--- config.mk ---
export PLATFORM = sky130hd
export DESIGN_NAME = fifo_wr_ctrl_flat
export DESIGN_NICKNAME = d
export VERILOG_FILES = /design/src/rtl/fifo_wr_ctrl_if.sv /design/src/rtl/fifo_wr_ctrl.sv /design/src/flat_wrapper.sv
export SDC_FILE = /design/constraint.sdc
export NUM_CORES = 1
export LEC_CHECK = 0
export CAP_MARGIN = 20
export CELL_PAD_IN_SITES_DETAIL_PLACEMENT = 1
export CELL_PAD_IN_SITES_GLOBAL_PLACEMENT = 1
export CORE_MARGIN = 2
export CORE_UTILIZATION = 34
export CTS_CLUSTER_SIZE = 28
export DETAILED_ROUTE_END_ITERATION = 10
export GPL_ROUTABILITY_DRIVEN = 0
export HOLD_SLACK_MARGIN = 0.03
export PLACE_DENSITY = 0.85
export SYNTH_ARGS = -nofsm -noshare
export SYNTH_HDL_FRONTEND = slang
export SYNTH_SLANG_ARGS = --single-unit
--- constraint.sdc ---
create_clock -name clk -period 2.5 [get_ports clk]
set_input_delay 0.5 -clock clk [delete_from_list [all_inputs] [get_ports clk]]
set_output_delay 0.5 -clock clk [all_outputs]
set_load 0.02 [all_outputs]
--- src/rtl/fifo_wr_ctrl_if.sv ---
// -----------------------------------------------------------------------------
// fifo_wr_ctrl_if
//
// Groups the write-side signals of an asynchronous FIFO write controller.
//
//   wr_en        producer write request
//   rq_wptr_sync Gray read pointer, already synchronised into the write clock
//   ovf_clr      clears the sticky overflow flag
//   waddr        memory write address
//   wclken       memory write enable (combinational)
//   wptr         registered Gray write pointer, to the read-side synchroniser
//   wfull        registered full flag
//   walmost_full registered almost-full flag
//   wlevel       registered fill level, 0..DEPTH
//   woverflow    sticky "write attempted while full" flag
//
// Modports:
//   master  the write controller (consumes requests, produces status)
//   slave   the producer / surrounding logic
// -----------------------------------------------------------------------------
interface fifo_wr_ctrl_if #(
  parameter int ADDR_BITS = 8
);
  localparam int PTR_W = ADDR_BITS + 1;

  logic               wr_en;
  logic [PTR_W-1:0]   rq_wptr_sync;
  logic               ovf_clr;
  logic [ADDR_BITS-1:0] waddr;
  logic               wclken;
  logic [PTR_W-1:0]   wptr;
  logic               wfull;
  logic               walmost_full;
  logic [PTR_W-1:0]   wlevel;
  logic               woverflow;

  modport master (
    input  wr_en,
    input  rq_wptr_sync,
    input  ovf_clr,
    output waddr,
    output wclken,
    output wptr,
    output wfull,
    output walmost_full,
    output wlevel,
    output woverflow
  );

  modport slave (
    output wr_en,
    output rq_wptr_sync,
    output ovf_clr,
    input  waddr,
    input  wclken,
    input  wptr,
    input  wfull,
    input  walmost_full,
    input  wlevel,
    input  woverflow
  );
endinterface

--- src/rtl/fifo_wr_ctrl.sv ---
// -----------------------------------------------------------------------------
// fifo_wr_ctrl
//
// Write-side controller of an asynchronous (dual-clock) FIFO. Keeps the binary
// and Gray write pointers, generates the memory write strobe/address and
// derives full, almost-full, fill level and a sticky overflow flag from the
// synchronised Gray read pointer.
//
// Ports:
//   clk  write-domain clock
//   rst  asynchronous reset, active low
//   bus  fifo_wr_ctrl_if.master (see interface header for signal list)
//
// Parameters:
//   ADDR_BITS     memory address width; DEPTH = 2**ADDR_BITS (>= 2)
//   AFULL_THRESH  almost-full margin in entries, 1..DEPTH-1
//
// Every status output is registered, so rq_wptr_sync never reaches an
// output combinationally; only wclken depends combinationally on wr_en.
// -----------------------------------------------------------------------------
module fifo_wr_ctrl #(
  parameter int ADDR_BITS    = 8,
  parameter int AFULL_THRESH = 2
) (
  input  logic              clk,
  input  logic              rst,
  fifo_wr_ctrl_if.master    bus
);

  localparam int PTR_W = ADDR_BITS + 1;
  localparam int DEPTH = 1 << ADDR_BITS;
  localparam logic [PTR_W-1:0] AFULL_LEVEL = PTR_W'(DEPTH - AFULL_THRESH);

  // Registered state
  logic [PTR_W-1:0] wbin;
  logic [PTR_W-1:0] wgray;
  logic             full_q;
  logic             afull_q;
  logic [PTR_W-1:0] level_q;
  logic             ovf_q;

  // Next-state values
  logic             accept;
  logic [PTR_W-1:0] wbin_next;
  logic [PTR_W-1:0] wgray_next;
  logic [PTR_W-1:0] rbin;
  logic [PTR_W-1:0] rq_full_cmp;
  logic [PTR_W-1:0] level_next;
  logic             full_next;
  logic             afull_next;
  logic             ovf_next;

  // A write is taken only while not full; a blocked write never touches
  // memory or the pointers.
  assign accept = bus.wr_en & ~full_q;

  // NOTE: every always_comb output gets a default assignment first, so no
  // path through the block leaves it unassigned and no latch is inferred.
  always_comb begin
    wbin_next  = '0;
    wgray_next = '0;
    wbin_next  = wbin + PTR_W'(accept);
    wgray_next = (wbin_next >> 1) ^ wbin_next;
  end

  // Gray -> binary: bit i of the binary value is the XOR of all Gray bits
  // from the MSB down to bit i.
  always_comb begin
    rbin = '0;
    for (int i = 0; i < PTR_W; i++) begin
      rbin[i] = ^(bus.rq_wptr_sync >> i);
    end
  end

  // The write pointer is exactly DEPTH ahead of the read pointer when the two
  // top Gray bits differ and the rest match.
  always_comb begin
    rq_full_cmp = bus.rq_wptr_sync;
    rq_full_cmp[PTR_W-1] = ~bus.rq_wptr_sync[PTR_W-1];
    rq_full_cmp[PTR_W-2] = ~bus.rq_wptr_sync[PTR_W-2];
  end

  always_comb begin
    level_next = wbin_next - rbin;
    full_next  = (wgray_next == rq_full_cmp);
    afull_next = (level_next >= AFULL_LEVEL);
    // Set has priority over clear so an overflow coinciding with a clear
    // request is never lost.
    ovf_next   = (bus.wr_en & full_q) | (ovf_q & ~bus.ovf_clr);
  end

  // NOTE: sequential state uses non-blocking assignments so every register
  // samples the pre-edge values, independent of statement order.
  always_ff @(posedge clk or negedge rst) begin
    if (!rst) begin
      wbin    <= '0;
      wgray   <= '0;
      full_q  <= 1'b0;
      afull_q <= 1'b0;
      level_q <= '0;
      ovf_q   <= 1'b0;
    end else begin
      wbin    <= wbin_next;
      wgray   <= wgray_next;
      full_q  <= full_next;
      afull_q <= afull_next;
      level_q <= level_next;
      ovf_q   <= ovf_next;
    end
  end

  assign bus.wclken       = accept;
  assign bus.waddr        = wbin[ADDR_BITS-1:0];
  assign bus.wptr         = wgray;
  assign bus.wfull        = full_q;
  assign bus.walmost_full = afull_q;
  assign bus.wlevel       = level_q;
  assign bus.woverflow    = ovf_q;

endmodule

--- src/flat_wrapper.sv ---
// flat-port wrapper written by rule: the top's interface ports become plain ports
module fifo_wr_ctrl_flat 
#(
  parameter int ADDR_BITS    = 8,
  parameter int AFULL_THRESH = 2
)
  (clk, rst, bus_wr_en, bus_rq_wptr_sync, bus_ovf_clr, bus_waddr, bus_wclken, bus_wptr, bus_wfull, bus_walmost_full, bus_wlevel, bus_woverflow);
  fifo_wr_ctrl_if #(.ADDR_BITS(ADDR_BITS)) bus_i ();
  input  logic clk;
  input  logic rst;
  input wire logic [$bits(bus_i.wr_en)-1:0] bus_wr_en;
  input wire logic [$bits(bus_i.rq_wptr_sync)-1:0] bus_rq_wptr_sync;
  input wire logic [$bits(bus_i.ovf_clr)-1:0] bus_ovf_clr;
  output wire logic [$bits(bus_i.waddr)-1:0] bus_waddr;
  output wire logic [$bits(bus_i.wclken)-1:0] bus_wclken;
  output wire logic [$bits(bus_i.wptr)-1:0] bus_wptr;
  output wire logic [$bits(bus_i.wfull)-1:0] bus_wfull;
  output wire logic [$bits(bus_i.walmost_full)-1:0] bus_walmost_full;
  output wire logic [$bits(bus_i.wlevel)-1:0] bus_wlevel;
  output wire logic [$bits(bus_i.woverflow)-1:0] bus_woverflow;
  assign bus_i.wr_en = bus_wr_en;
  assign bus_i.rq_wptr_sync = bus_rq_wptr_sync;
  assign bus_i.ovf_clr = bus_ovf_clr;
  assign bus_waddr = bus_i.waddr;
  assign bus_wclken = bus_i.wclken;
  assign bus_wptr = bus_i.wptr;
  assign bus_wfull = bus_i.wfull;
  assign bus_walmost_full = bus_i.walmost_full;
  assign bus_wlevel = bus_i.wlevel;
  assign bus_woverflow = bus_i.woverflow;
  fifo_wr_ctrl #(.ADDR_BITS(ADDR_BITS), .AFULL_THRESH(AFULL_THRESH)) u_core (.clk(clk), .rst(rst), .bus(bus_i));
endmodule
==> flow_metrics.env, run 1 <==
export IMPL_worst_pin_slew_ps=444.7
export IMPL_synth_cell_types=34
export IMPL_die_h_um=74.69
export IMPL_intPower_uw=2468
export IMPL_combPwrFrac_pct=71.1
export IMPL_placementRows=25
export IMPL_min_path_type="register to register"
export IMPL_r2r_start="u_core.bus.wfull$_DFF_PN0_"
export IMPL_dr_pass1_iters=5
export IMPL_cts_num_sinks=29
export IMPL_grt_remaining_overflow=0
export IMPL_fin_worst_skew_ps=6.789
export IMPL_grt_setup_unrepaired="yes"
export IMPL_violations="negative setup slack"
export IMPL_finalSetupTns_ps=-3087
export IMPL_post_drt_wl_per_cell_um=16.96
export IMPL_status="finished with violations"
export IMPL_clkLatencyLatePin_ps=290
export IMPL_grt_max_degree=30
export IMPL_core_um2=4786
export IMPL_final_cells=331
export IMPL_grt_pass1_wl_mm=8.507
export IMPL_hpwlAfterDp_mm=3.541
export IMPL_r2r_end="u_core.bus.walmost_full$_DFF_PN0_"
export IMPL_async_flop_share_pct=100.0
export IMPL_worstSetupStartpoint="bus_rq_wptr_sync[7]"
export IMPL_dpl_worst_slack_ps=-1413
export IMPL_htree_levels=2
export IMPL_critPathLaunchType="input pin"
export IMPL_dieArea_um2=5579
export IMPL_n_antenna_cell=0
export IMPL_ioPinCount=43
export IMPL_root_buffer="clkbuf_8"
export IMPL_timing_final_ws_setup_ps=-748.1
export IMPL_slew_violations=0
export IMPL_yosysWarnings=0
export IMPL_final_antenna_net_count=0
export IMPL_via_per_inst=4.637
export IMPL_hold_end="u_core.bus.woverflow$_DFF_PN0_"
export IMPL_port_buffers=42
export IMPL_hold_buffers=0
export IMPL_drc=0
export IMPL_drv_cap=0
export IMPL_switchingPower_uw=1682
export IMPL_crit_required_ps=2670
export IMPL_via_count=1535
export IMPL_relSlewSlack_pct=70.36
export IMPL_clockBufferDepth=2
export IMPL_layout_drive_gt1_share_pct=40.53
export IMPL_syn_area_per_cell_um2=10.75
export IMPL_end_kind="register"
export IMPL_max_freq_mhz=307.9
export IMPL_hold_slack_ps=566.9
export IMPL_holdCritStartpoint="u_core.bus.woverflow$_DFF_PN0_"
export IMPL_powerDensity_nw_per_um2=1431
export IMPL_arrival_ps=3420
export IMPL_path_clk_slew_ps=70
export IMPL_leakage_uw=0.001353
export IMPL_nFillCells=532
export IMPL_syn_area_um2=1699
export IMPL_final_cell_mix="buf_4, clkdlybuf4s50_1, dfrtp_1, xnor2_1, xor2_1"
export IMPL_cts_made_buffers=5
export IMPL_layout_min_cycle_time_ps=3248
export IMPL_clkPwrFrac_pct=9.2
export IMPL_reg2regPathDepth=12
export IMPL_drtIter0Drc=44
export IMPL_layout_commonest_cell="buf_4"
export IMPL_hold_viol=0
export IMPL_switching_share_pct=40.53
export IMPL_nets=287
export IMPL_antenna_found_initial=0
export IMPL_synth_edff_count=0
export IMPL_start_util_pct=35.50
export IMPL_synth_nets=182
export IMPL_wirelength_mm=5.614
export IMPL_total_power_uw=4150
export IMPL_ys_ff_latch=29
export IMPL_cts_tree="built"
export IMPL_grt_pass1_vias=1718
export IMPL_regToRegSetupSlack_ps=-350
export IMPL_pwr_share_seq_pct=19.7
export IMPL_dp_cells=309
export IMPL_die_width_um=74.69
export IMPL_grt_usage_pct=21.16
export IMPL_hold_depth=2
export IMPL_fin_crit_sh_pct=129.9
export IMPL_setup_viol=8
export IMPL_synth_ff_type="dfrtp_1"
export IMPL_path_max_fanout=2
export IMPL_syn_to_final_growth_pct=70.69
export IMPL_synth_seq_area_share_pct=42.71
export IMPL_synth_cells=158
export IMPL_worstSetupPathType="input pin to register"
export IMPL_ir_drop_mv=0.6260
[power groups by stage]
stage	sequential [µW]	combinational [µW]	clock, µW
floorplan	1030	1040	0
global placement	794	2270	0
detailed placement	812	2350	0
CTS	819	2710	399
global route	839	3170	413
finish	816	2950	384
[cells in the mapped netlist, drive strengths merged (3+ instances only)]
library cell	number	share of area [%]
nor2	7	1.5
ha	10	7.4
xor2	16	9.6
dfrtp	29	43
nand2	9	2.0
nand3	3	0.88
o21ai	5	1.5
a21oi	10	2.9
buf	5	1.7
inv	8	1.8
nor2b	4	1.5
xnor2	27	15
and2	3	1.1
[per-layer routing]
| metal | GRT usage [%] | part of all wire (%) | wire (µm) | vias to the layer above |
|---|---|---|---|---|
| li1 | - | - | - | 733 |
| met1 | 24.96 | 42 | 2352 | 766 |
| met2 | 37.95 | 54 | 3014 | 29 |
| met3 | 4.418 | 2.2 | 123 | 7 |
| met4 | 7.738 | 2.2 | 123 | 0 |
| met5 | 0 | 0 | 0 | - |
[logic make-up after synthesis]
group                      synth area share [%]
DFF                                       42.71
AOI/OAI and AO/OA                         9.573
muxes                                    0.5891
and+or+nand+nor                           10.75
buffers and inverters                     3.461
xor gates and xnor gates                  24.37
adders and majority gates                 8.542
[repair_timing]
| item | in CTS | in global routing |
|---|---|---|
| buffers inserted | 13 | 8 |
| gates resized for setup | 49 | 7 |
| endpoints found under the hold margin | 0 | 0 |
| setup endpoints to repair | 10 | 9 |
| pin swaps | 24 | 6 |
[worst max-delay path: stages]
cell and delay [ps]:
buf_8 110, xnor2_4 190, xor2_2 240, xnor2_2 180
xor2_2 240, xor2_2 100, buf_4 150, xnor2_2 120
ha_2 200, fa_2 380, nor2b_4 140, o31a_1 170
o21ai_2 70, a21o_1 200, and3_4 150, a311o_1 270
[layout make-up]
type / count / area [µm²] / area share (%)
clock inverters: 2 / 10.01 / 0.3451
multi-input cells: 116 / 1095 / 37.75
inverters: 8 / 30.03 / 1.035
repair buffers: 103 / 883.3 / 30.46
clock buffers: 6 / 72.57 / 2.502
well taps: 67 / 83.83 / 2.890
flip-flops and latches: 29 / 725.7 / 25.02
[how the worst max path moves through the flow]
| stage | endpoint | cells past startpoint |
|---|---|---|
| floorplan | u_core.bus.walmost_full$_DFF_PN0_ | 15 |
| detailed placement | u_core.bus.walmost_full$_DFF_PN0_ | 15 |
| global route | u_core.bus.walmost_full$_DFF_PN0_ | 16 |
| finish | u_core.bus.walmost_full$_DFF_PN0_ | 16 |
| global placement | u_core.bus.walmost_full$_DFF_PN0_ | 15 |
| CTS | u_core.bus.walmost_full$_DFF_PN0_ | 16 |
[per-stage QoR]
| step | util (%) | area (µm²) |
|---|---|---|
| 2_1_floorplan | - | 1760 |
| 3_3_place_gp | 53.93 | 2581 |
| 3_5_place_dp | 53.93 | 2581 |
| 4_1_cts | 59.40 | 2843 |
| 5_1_grt | 60.60 | 2900 |
| 6_report | 60.60 | 2900 |
[sequential cells by signal, indices dropped and copies added (netlist names)]
register	flops
u_core.bus.wlevel	9
u_core.bus.wptr	8
u_core.bus.woverflow	1
u_core.bus.walmost_full	1
u_core.wbin	9
u_core.bus.wfull	1
No activity file was read; power rests on OpenSTA's default activity.
==> run 2: changes to the inputs <==
--- a/config.mk
+++ b/config.mk
@@ -9,12 +9,12 @@
 export CELL_PAD_IN_SITES_DETAIL_PLACEMENT = 1
 export CELL_PAD_IN_SITES_GLOBAL_PLACEMENT = 1
 export CORE_MARGIN = 2
-export CORE_UTILIZATION = 34
+export CORE_UTILIZATION = 23
 export CTS_CLUSTER_SIZE = 28
 export DETAILED_ROUTE_END_ITERATION = 10
 export GPL_ROUTABILITY_DRIVEN = 0
 export HOLD_SLACK_MARGIN = 0.03
-export PLACE_DENSITY = 0.85
+export PLACE_DENSITY = 0.64
 export SYNTH_ARGS = -nofsm -noshare
 export SYNTH_HDL_FRONTEND = slang
 export SYNTH_SLANG_ARGS = --single-unit
==> flow_metrics.env, run 2 (same netlist as run 1, synthesis figures left out) <==
export IMPL_path_max_fanout=2
export IMPL_die_width_um=89.95
export IMPL_worstSetupPathType="input pin to register"
export IMPL_r2r_start="u_core.bus.wfull$_DFF_PN0_"
export IMPL_dpl_worst_slack_ps=-1442
export IMPL_end_kind="register"
export IMPL_dr_pass1_iters=4
export IMPL_hpwlAfterDp_mm=3.429
export IMPL_layout_drive_gt1_share_pct=42.01
export IMPL_violations="negative setup slack"
export IMPL_die_h_um=89.95
export IMPL_layout_min_cycle_time_ps=3100
export IMPL_grt_usage_pct=12.10
export IMPL_grt_max_degree=30
export IMPL_cp_slowest_stage_delay_ps=360
export IMPL_worstSetupStartpoint="bus_rq_wptr_sync[7]"
export IMPL_core_um2=7214
export IMPL_crit_required_ps=2650
export IMPL_dieArea_um2=8091
export IMPL_fin_worst_skew_ps=9.913
export IMPL_hold_viol=0
export IMPL_powerDensity_nw_per_um2=1415
export IMPL_critPathLaunchType="input pin"
export IMPL_antenna_found_initial=0
export IMPL_via_count=1477
export IMPL_arrival_ps=3250
export IMPL_syn_to_final_growth_pct=76.66
export IMPL_htree_levels=2
export IMPL_grt_pass1_vias=1646
export IMPL_via_per_inst=4.014
export IMPL_clkLatencyLatePin_ps=280
export IMPL_slew_violations=0
export IMPL_critPathMostFrequentCell="xor2_2"
export IMPL_cp_slowest_cell="fa_2"
export IMPL_setup_viol=6
export IMPL_wirelength_mm=4.578
export IMPL_cts_made_buffers=5
export IMPL_relSlewSlack_pct=69.83
export IMPL_drc=0
export IMPL_cts_tree="built"
export IMPL_post_drt_wl_per_cell_um=12.44
export IMPL_hold_buffers=0
export IMPL_nets=292
export IMPL_grt_pass1_wl_mm=7.900
export IMPL_grt_remaining_overflow=0
export IMPL_path_cells="buf_8 > xnor2_4 > xor2_2 > xnor2_2 > xor2_2 > xor2_2 > xnor2_1 > ha_2 > fa_2 > nor2b_2 > o31a_1 > o21ai_2 > a21o_1 > and3_4 > a311o_1"
export IMPL_cts_num_sinks=29
export IMPL_min_path_type="input pin to register"
export IMPL_final_cell_mix="buf_4, clkdlybuf4s50_1, dfrtp_1, xnor2_1, xor2_1"
export IMPL_holdCritStartpoint="bus_wr_en"
export IMPL_layout_commonest_cell="buf_4"
export IMPL_leakage_uw=0.001375
export IMPL_status="finished with violations"
export IMPL_hold_slack_ps=506.1
export IMPL_ir_drop_mv=0.4429
export IMPL_drv_cap=0
export IMPL_clockBufferDepth=2
export IMPL_grt_setup_unrepaired="yes"
export IMPL_fin_crit_sh_pct=124.0
export IMPL_path_clk_slew_ps=60
export IMPL_drtIter0Drc=25
export IMPL_root_buffer="clkbuf_8"
export IMPL_placementRows=31
export IMPL_max_freq_mhz=322.5
export IMPL_start_util_pct=23.55
export IMPL_port_buffers=42
export IMPL_timing_final_ws_setup_ps=-600.4
export IMPL_n_antenna_cell=0
export IMPL_nFillCells=829
export IMPL_final_antenna_net_count=0
export IMPL_ioPinCount=43
export IMPL_worst_pin_slew_ps=452.6
==> run 2: cell types whose count changed in the layout (fill, tap and decap cells not counted), moves of 2 or more <==
cell / delta
clkbuf_8: +2
xnor2_1: +3
xnor2_2: -3
buf_4: +6
==> run 2: power breakdown <==
group | switching [µW] | internal (µW) | total, µW | leakage [µW]
combinational | 1280 | 1750 | 3030 | 0.000964
sequential | 123 | 674 | 797 | 0.000357
clock | 174 | 248 | 422 | 0.0000542
total | 1580 | 2670 | 4250 | 0.00137
==> run 2: final timing paths <==
path | endpoint | slack, ps | depth (start not counted)
setup reg to reg | u_core.bus.walmost_full$_DFF_PN0_ | -130 | 12
setup / recovery | u_core.bus.walmost_full$_DFF_PN0_ | -600 | 15
hold reg to reg | u_core.bus.woverflow$_DFF_PN0_ | 560 | 2
max in group asynchronous | u_core.wbin[2]$_DFF_PN0_ | 1600 | 2
min in group asynchronous | u_core.bus.wptr[0]$_DFF_PN0_ | 610 | 2
hold / removal | u_core.bus.woverflow$_DFF_PN0_ | 510 | 3
==> run 2: metrics by stage <==
step	setup TNS (ps)	power [µW]	utilization, %	cells	instance area [µm²]
after CTS	-2333	4199	40.83	365	2945
after global placement	-9022	3361	36.85	346	2659
after floorplan	-2345	2062	-	158	1760
after global routing	-3394	4587	41.61	368	3002
after detailed placement	-9866	3422	36.85	346	2659
final	-2360	4248	41.61	368	3002
==> run 2: critical path, delay by kind of cell <==
family	cells	cell delay (ps)
buf+inv	1	100
compound gates	4	700
xor+xnor	6	1080
fa+ha+maj	2	560
simple gates	2	300
==> run 2: repair_timing <==
action / CTS / global route
setup buffers: 11 / 5
pin swaps: 18 / 11
endpoints found under the setup margin: 10 / 10
resized for setup: 50 / 7
==> run 2: per-layer routing <==
layer  vias to the layer above  track usage, %  wire (µm)
met5                         -               0          0
met4                         0           3.077         34
met3                         4           2.766        148
met2                        25           21.53       2387
met1                       711           14.82       2008
li1                        737               -          -
==> run 2: layout make-up <==
type                            count  area (µm²)  share of cell area, %
Multi-Input combinational cell    116        1084                  36.10
Sequential cell                    29       725.7                  24.18
Clock buffer                        7       96.34                  3.210
Tap cell                           99       123.9                  4.127
Timing Repair Buffer              108       937.1                  31.22
Inverter                            8       30.03                  1.000
Clock inverter                      1       5.005                 0.1667
==> run 3: changes to the inputs <==
--- a/config.mk
+++ b/config.mk
@@ -10,10 +10,12 @@
 export CELL_PAD_IN_SITES_GLOBAL_PLACEMENT = 1
 export CORE_MARGIN = 2
 export CORE_UTILIZATION = 23
+export CTS_BUF_LIST = sky130_fd_sc_hd__clkbuf_4
 export CTS_CLUSTER_SIZE = 28
 export DETAILED_ROUTE_END_ITERATION = 10
 export GPL_ROUTABILITY_DRIVEN = 0
 export HOLD_SLACK_MARGIN = 0.03
+export MAX_ROUTING_LAYER = met4
 export PLACE_DENSITY = 0.64
 export SYNTH_ARGS = -nofsm -noshare
 export SYNTH_HDL_FRONTEND = slang
==> flow_metrics.env, run 3 (same netlist as run 1, synthesis figures left out) <==
export IMPL_status="finished with violations"
export IMPL_violations="negative setup slack"
export IMPL_cts_made_buffers=5
export IMPL_fin_worst_skew_ps=13.75
export IMPL_cts_tree="built"
export IMPL_hold_buffers=0
export IMPL_port_buffers=42
export IMPL_placementRows=31
export IMPL_via_count=1441
export IMPL_fin_crit_sh_pct=120.3
export IMPL_layout_min_cycle_time_ps=3009
export IMPL_dieArea_um2=8091
export IMPL_grt_setup_unrepaired="yes"
export IMPL_max_freq_mhz=332.4
export IMPL_worstSetupPathType="input pin to register"
export IMPL_finalSetupTns_ps=-1633
export IMPL_drc=0
export IMPL_grt_max_degree=30
export IMPL_setup_viol=6
export IMPL_drtIter0Drc=22
export IMPL_leakage_uw=0.001309
export IMPL_path_clk_slew_ps=90
export IMPL_layout_commonest_cell="buf_4"
export IMPL_powerDensity_nw_per_um2=1348
export IMPL_ir_drop_mv=0.4399
export IMPL_die_h_um=89.95
export IMPL_start_util_pct=23.55
export IMPL_hold_viol=0
export IMPL_clockBufferDepth=2
export IMPL_final_cell_mix="buf_4, clkdlybuf4s50_1, dfrtp_1, xnor2_1"
export IMPL_htree_levels=2
export IMPL_relSlewSlack_pct=69.91
export IMPL_n_antenna_cell=0
export IMPL_ioPinCount=43
export IMPL_dr_pass1_iters=2
export IMPL_grt_remaining_overflow=0
export IMPL_critPathLaunchType="input pin"
export IMPL_arrival_ps=3220
export IMPL_end_kind="register"
export IMPL_dp_cells=346
export IMPL_wirelength_mm=4.388
export IMPL_nets=284
export IMPL_syn_to_final_growth_pct=68.48
export IMPL_via_per_inst=4.003
export IMPL_timing_final_ws_setup_ps=-508.6
export IMPL_path_max_fanout=2
export IMPL_crit_required_ps=2710
export IMPL_cts_num_sinks=29
export IMPL_clkLatencyLatePin_ps=330
export IMPL_grt_pass1_vias=1588
export IMPL_grt_usage_pct=12.02
export IMPL_grt_pass1_wl_mm=7.590
export IMPL_final_cells=360
export IMPL_layout_drive_gt1_share_pct=38.31
export IMPL_hpwlAfterDp_mm=3.429
export IMPL_core_um2=7214
export IMPL_min_path_type="input pin to register"
export IMPL_root_buffer="clkbuf_4"
export IMPL_antenna_found_initial=0
export IMPL_post_drt_wl_per_cell_um=12.19
export IMPL_drv_cap=0
export IMPL_dpl_worst_slack_ps=-1442
export IMPL_final_antenna_net_count=0
export IMPL_worst_pin_slew_ps=451.4
export IMPL_die_width_um=89.95
export IMPL_slew_violations=0
==> run 3: cell count changes in the layout (fill, tap and decap cells not counted), sizes merged <==
cell / delta
buf: -8
clkbuf: -2
clkinv: +2
==> run 3: final timing paths <==
kind,slack (ps),start,cells after the start,endpoint
worst max-delay path,-510,bus_rq_wptr_sync[7],14,u_core.bus.walmost_full$_DFF_PN0_
worst min register to register,560,u_core.bus.woverflow$_DFF_PN0_,2,u_core.bus.woverflow$_DFF_PN0_
worst max register to register,-140,u_core.bus.wfull$_DFF_PN0_,11,u_core.bus.walmost_full$_DFF_PN0_
max in group asynchronous,1650,rst,2,u_core.bus.woverflow$_DFF_PN0_
min in group asynchronous,550,rst,2,u_core.wbin[0]$_DFF_PN0_
worst min-delay path,450,bus_wr_en,3,u_core.bus.woverflow$_DFF_PN0_
==> run 3: critical path, stage by stage <==
cell and delay [ps]:
buf_8 100, xnor2_4 180, xor2_2 220, xnor2_2 170, xor2_2 220, xor2_2 190
xnor2_1 90, ha_2 190, fa_2 370, buf_4 150, xnor2_1 120, and2_1 160
and4_1 200, a311o_1 350
==> run 3: repair_timing <==
item                                    CTS  global route
cloned                                    0             0
buffers inserted                          4             2
endpoints found under the setup margin   10             7
resized for setup                        43             7
pin swaps                                12             6
==> run 3: routing by layer <==
metal | global-route usage, % | up-vias | routed length [µm]
li1 | - | 722 | -
met3 | 2.598 | 6 | 137
met5 | - | - | 0
met4 | 3.462 | 0 | 59
met2 | 20.52 | 26 | 2212
met1 | 14.40 | 687 | 1979
==> run 3: area by class of cell <==
| class | count | area [µm²] |
|---|---|---|
| Fill cell | 835 | 4352 |
| Multi-Input combinational cell | 116 | 1072 |
| Timing Repair Buffer | 100 | 860.8 |
| Sequential cell | 29 | 725.7 |
| Tap cell | 99 | 123.9 |
| Clock buffer | 5 | 37.54 |
| Inverter | 8 | 30.03 |
| Clock inverter | 3 | 12.51 |
==> run 3: through the flow <==
step,utilization [%],total power [µW],hold WS (ps),cell area (µm²)
6_report,39.68,3858,450.2,2863
5_1_grt,39.68,4197,489.7,2863
4_1_cts,38.92,3835,561.3,2808
3_5_place_dp,36.85,3422,564.7,2659
3_3_place_gp,36.85,3361,533.9,2659
2_1_floorplan,-,2062,204.4,1760
==> run 3: power by group <==
group	switching (µW)	leakage [µW]	total (µW)	internal [µW]
Combinational	1200	0.000922	2800	1600
Sequential	121	0.000357	794	672
Clock	164	0.0000300	265	101
Total	1490	0.00131	3860	2370
